$ cat src/rtl/test_pulse_train_gen_pkg.sv
// test_pulse_pkg: register map, CTRL bits, CFG field helpers and FSM states for test_pulse_train_gen
package test_pulse_pkg;

    localparam logic [3:0] ADDR_CTRL          = 4'd0;
    localparam logic [3:0] ADDR_STATUS        = 4'd1;
    localparam logic [3:0] ADDR_PERIOD        = 4'd2;
    localparam logic [3:0] ADDR_REPEAT        = 4'd3;
    localparam logic [3:0] ADDR_START_CFG     = 4'd4;
    localparam logic [3:0] ADDR_STOP_CFG_BASE = 4'd5;

    localparam int CTRL_START = 0;
    localparam int CTRL_ABORT = 1;
    localparam int CTRL_CONT  = 2;

    localparam int CFG_EN_BIT = 31;

    function automatic int cfg_len_lsb(input int delay_w);
        return delay_w;
    endfunction

    function automatic logic [31:0] cfg_mask(input int delay_w, input int len_w);
        logic [31:0] m;
        m = '0;
        m[CFG_EN_BIT] = 1'b1;
        for (int b = 0; b < 31; b++)
            if (b < delay_w + len_w) m[b] = 1'b1;
        return m;
    endfunction

    typedef enum logic [1:0] {IDLE, RUN, DONE} state_t;

endpackage

$ cat src/rtl/test_pulse_train_gen_pulse_channel.sv
// pulse_channel: one delayed, fixed-length test pulse per strobe
//   avmm_clk, avmm_reset : clock, synchronous active-high reset
//   strobe               : shot strobe; latches en/delay/len and restarts the channel
//   clr                  : abort, forces the channel silent
//   en, delay, len       : live CFG fields from the register file
//   pulse                : registered channel output
//   active               : channel is in its delay or pulse phase
module pulse_channel
    import test_pulse_pkg::*;
#(
    parameter int DELAY_W = 16,
    parameter int LEN_W   = 15
) (
    input  logic               avmm_clk,
    input  logic               avmm_reset,
    input  logic               strobe,
    input  logic               clr,
    input  logic               en,
    input  logic [DELAY_W-1:0] delay,
    input  logic [LEN_W-1:0]   len,
    output logic               pulse,
    output logic               active
);

    logic [DELAY_W-1:0] dly_cnt;
    logic [LEN_W-1:0]   len_cnt, sh_len;
    logic               dly_act, fire;

    assign fire   = en && len != '0;
    assign active = dly_act | pulse;

    // pulse is set on the edge ending cycle t0+delay, so it is high from t0+1+delay for len cycles
    always_ff @(posedge avmm_clk) begin
        if (avmm_reset || clr) begin
            dly_act <= 1'b0;
            pulse   <= 1'b0;
            dly_cnt <= '0;
            len_cnt <= '0;
            sh_len  <= '0;
        end else if (strobe) begin
            sh_len  <= len;
            dly_cnt <= delay;
            len_cnt <= len;
            dly_act <= fire && delay != '0;
            pulse   <= fire && delay == '0;
        end else if (dly_act) begin
            dly_cnt <= dly_cnt - DELAY_W'(1);
            if (dly_cnt == DELAY_W'(1)) begin
                dly_act <= 1'b0;
                pulse   <= 1'b1;
                len_cnt <= sh_len;
            end
        end else if (pulse) begin
            len_cnt <= len_cnt - LEN_W'(1);
            if (len_cnt == LEN_W'(1)) pulse <= 1'b0;
        end
    end

endmodule

$ cat config.mk
export PLATFORM = sky130hd
export DESIGN_NAME = pulse_channel
export DESIGN_NICKNAME = d
export VERILOG_FILES = /design/src/rtl/test_pulse_train_gen_pkg.sv /design/src/rtl/test_pulse_train_gen_pulse_channel.sv
export SDC_FILE = /design/constraint.sdc
export NUM_CORES = 1
export LEC_CHECK = 0
export BUFFER_PORTS_ARGS = -buffer_cell sky130_fd_sc_hd__buf_2
export CAP_MARGIN = 5
export CORE_AREA = 10 10 79 81
export DETAILED_ROUTE_END_ITERATION = 12
export DIE_AREA = 0 0 89 91
export PLACE_DENSITY = 0.77
export SYNTH_ARGS = -nofsm -noshare
export SYNTH_HDL_FRONTEND = slang
export SYNTH_SLANG_ARGS = --single-unit
$ cat constraint.sdc
create_clock -name avmm_clk -period 2.7 [get_ports avmm_clk]
set_input_delay 0.54 -clock avmm_clk [delete_from_list [all_inputs] [get_ports avmm_clk]]
set_output_delay 0.54 -clock avmm_clk [all_outputs]
set_load 0.03 [all_outputs]
==> results.json <==
{
  "ir_worst_vdd_mv": 0.259,
  "wl_met3_um": 479,
  "nets": 395,
  "power.internal_mw": 1.14,
  "met2WireLength_um": 3240,
  "synth_cells": 327,
  "multi_input_area_sq_mm": 0.00151,
  "path_clk_slew_ns": 0.09,
  "path_max_fanout": 7,
  "worstSetupStartpointType": "register",
  "tightestPinTransition_ns": 0.774,
  "p_per_area_mw_per_mm2": 550,
  "wl_met1_um": 3070,
  "drive_gt1_share_pct": 15.2,
  "grt_max_degree": 40,
  "synth_warnings": 0,
  "power.switching_uw": 453,
  "reg2reg_depth": 4,
  "antenna_found_initial": 1,
  "final_util_pct": 62.1,
  "startpoint": "len_cnt[7]",
  "grt_pass1_vias": 2428,
  "drtIter0Drc": 256,
  "worstSetupPathType": "reg2reg",
  "cp_common_cell": "or4_1",
  "synth.largest_area_cell": "dfxtp_1",
  "rows": 25,
  "rsz0062_at_grt": "false",
  "r2r_slack_ns": 0.61,
  "max_freq_ghz": 0.478,
  "netSwitchingFraction_pct": 28.4,
  "numPortBuffers": 37,
  "r2r_start": "len_cnt[7]",
  "slowest_stage": "or4_1",
  "synth_common_cells": "48 x dfxtp_1, 38 x nor2_1, 34 x a21oi_1, 30 x nand2_1, 23 x o21ai_0",
  "ys_ff_latch": 48,
  "synth_ff_type": "dfxtp_1",
  "dieArea_sq_mm": 0.00810,
  "hp-class": "reg2reg",
  "p_leak_nw": 1.12,
  "syn_area_per_cell_sq_um": 7.89,
  "clockBufferDepth": 2,
  "start_util_pct": 55.3,
  "worstSkewPairLatency_ns": 0.30,
  "grt_use_total_pct": 17.3,
  "wirelength_um": 6840,
  "numCtsBuffers": 5,
  "cp-end-kind": "register",
  "yosysSeqAreaShare_pct": 37.3,
  "vias": 2532,
  "yosys.area.top_type_share_pct": 37.3,
  "path_cells": "or4_1 > or4_1 > o41ai_1 > a31o_2",
  "synth_nets": 367,
  "drv_slew": 0,
  "min_period_ns": 2.09,
  "vias_per_cell": 6.16,
  "hold_viol": 0,
  "synthArstFlopShare_pct": 0,
  "yosysMostFrequentCell": "dfxtp_1",
  "setup_tns_ns": 0,
  "cts-root-buf": "clkbuf_8",
  "drcViolationCount": 0,
  "hold_buffers": 0,
  "comb_power_share_pct": 19.3,
  "finClkSkew_ns": 0.00312,
  "status": "completed",
  "setup_viol": 0,
  "holdWs_ns": 0.470,
  "ant_nets": 0,
  "numClockSinks": 48,
  "grt_first_pass_wirelength_um": 11600,
  "required_ns": 2.95,
  "reg2reg_to": "len_cnt[14]",
  "worst_ep_arrival_time_ns": 2.34,
  "p_clk_share_pct": 32.5,
  "routedWlPerCell_um": 16.6,
  "syn_to_final_growth_pct": 12.3,
  "grt.overflow.total": 0,
  "drv_cap": 0,
  "synthTopCellsByArea": "dfxtp_1 37%, a21oi_1 6.6%, nor2_1 5.5%",
  "dp_hpwl_um": 4910,
  "cts_tree": "built",
  "cp-endpoint": "len_cnt[14]",
  "cts_resized": 0,
  "cpPeakStageDelay_ns": 0.58,
  "p_seq_share_pct": 48.2,
  "cts.htree.levels": 2,
  "fin_crit_sh_pct": 77.4,
  "die_w_um": 89,
  "synth_edf_count": 0,
  "top_layer": "met4",
  "io_pins": 38,
  "regArea_sq_um": 961,
  "first_pass_iters": 5,
  "place.gp.congestion": 0.934,
  "syn-cell-area_sq_mm": 0.00258,
  "yosysUniqueCellTypes": 47,
  "cts_setup_buffers": 0,
  "worstHoldStart": "sh_len[10]",
  "die_y_um": 91,
  "slew-limit-headroom_pct": 48.4,
  "fillers": 411,
  "core-area_sq_mm": 0.00466
}
## worst min-delay path by stage
| stage | slack (ns) | depth (start not counted) | to |
|---|---|---|---|
| after floorplan | 0.45 | 2 | sh_len[2] |
| after global placement | 0.45 | 2 | sh_len[2] |
| after detailed placement | 0.46 | 2 | sh_len[10] |
| after CTS | 0.47 | 2 | sh_len[10] |
| after global routing | 0.50 | 2 | sh_len[2] |
| final | 0.47 | 2 | sh_len[10] |
## power by group through the flow
stage | combinational [mW] | clock, mW | sequential (mW)
detailed placement | 0.303 | 0 | 0.783
global placement | 0.299 | 0 | 0.782
finish | 0.308 | 0.518 | 0.768
floorplan | 0.222 | 0 | 0.775
global route | 0.347 | 0.552 | 0.772
CTS | 0.305 | 0.527 | 0.767
## metrics by stage
| step | cells | worst slack (ns) | instance area, sq um | total power [mW] |
|---|---|---|---|---|
| after floorplan | 327 | 0.732 | 2580 | 0.997 |
| after global placement | 402 | 0.666 | 2780 | 1.08 |
| after detailed placement | 402 | 0.646 | 2780 | 1.09 |
| after CTS | 410 | 0.621 | 2890 | 1.60 |
| after global routing | 410 | 0.461 | 2890 | 1.67 |
| final | 411 | 0.609 | 2900 | 1.59 |
## cells in the final DEF, fill, tap and decap left out, drive strengths merged, types with 2 or more instances in the layout
| cell type | n |
|---|---|
| a211oi | 9 |
| nor2 | 38 |
| xor2 | 6 |
| a31oi | 4 |
| xnor2 | 12 |
| mux2i | 10 |
| inv | 4 |
| a21oi | 34 |
| or4 | 4 |
| nand2 | 30 |
| o211ai | 5 |
| ha | 4 |
| o21ai | 23 |
| or3 | 5 |
| dfxtp | 48 |
| nor4 | 15 |
| buf | 42 |
| a311oi | 2 |
| o21a | 6 |
| nor3 | 9 |
| o31ai | 2 |
| clkinv | 3 |
| nand4 | 8 |
| or2 | 2 |
| o311ai | 2 |
| nand3 | 5 |
| clkbuf | 5 |
## per-layer routing
layer,vias up,track usage (%)
met5,-,0
met4,0,3.58
met3,7,3.75
met2,87,27.9
met1,1181,23.0
li1,1257,-
## sequential cells by signal (all words and copies together) (netlist names)
name     cells
sh_len      15
dly_cnt     16
pulse        1
len_cnt     15
dly_act      1
## cell type report
class | instances | area share (%)
inverter | 6 | 0.778
antenna | 1 | 0.0864
sequential | 48 | 33.2
multi-input combinational | 252 | 52.1
timing repair buffer | 42 | 7.69
clock buffer | 5 | 2.38
tap | 54 | 2.33
clock inverter | 3 | 1.47
## logic make-up after synthesis
| logic type | count (synthesis) | share of synthesized area [%] |
|---|---|---|
| adder cells (fa/ha/maj) | 4 | 1.94 |
| buffers and inverters | 27 | 4.27 |
| AND/OR/NAND/NOR | 124 | 23.7 |
| XOR/XNOR | 18 | 6.11 |
| flip-flops | 48 | 37.3 |
| AO/OA/AOI/OAI | 96 | 22.9 |
| multiplexers | 10 | 3.88 |
## critical path: cells and delay by family (launching register included)
family	cells	cell delay, ns
AO/OA/AOI/OAI	2	0.62
flip-flops	1	0.37
AND/OR/NAND/NOR	2	1.06
(Power assumes the default switching activity.)
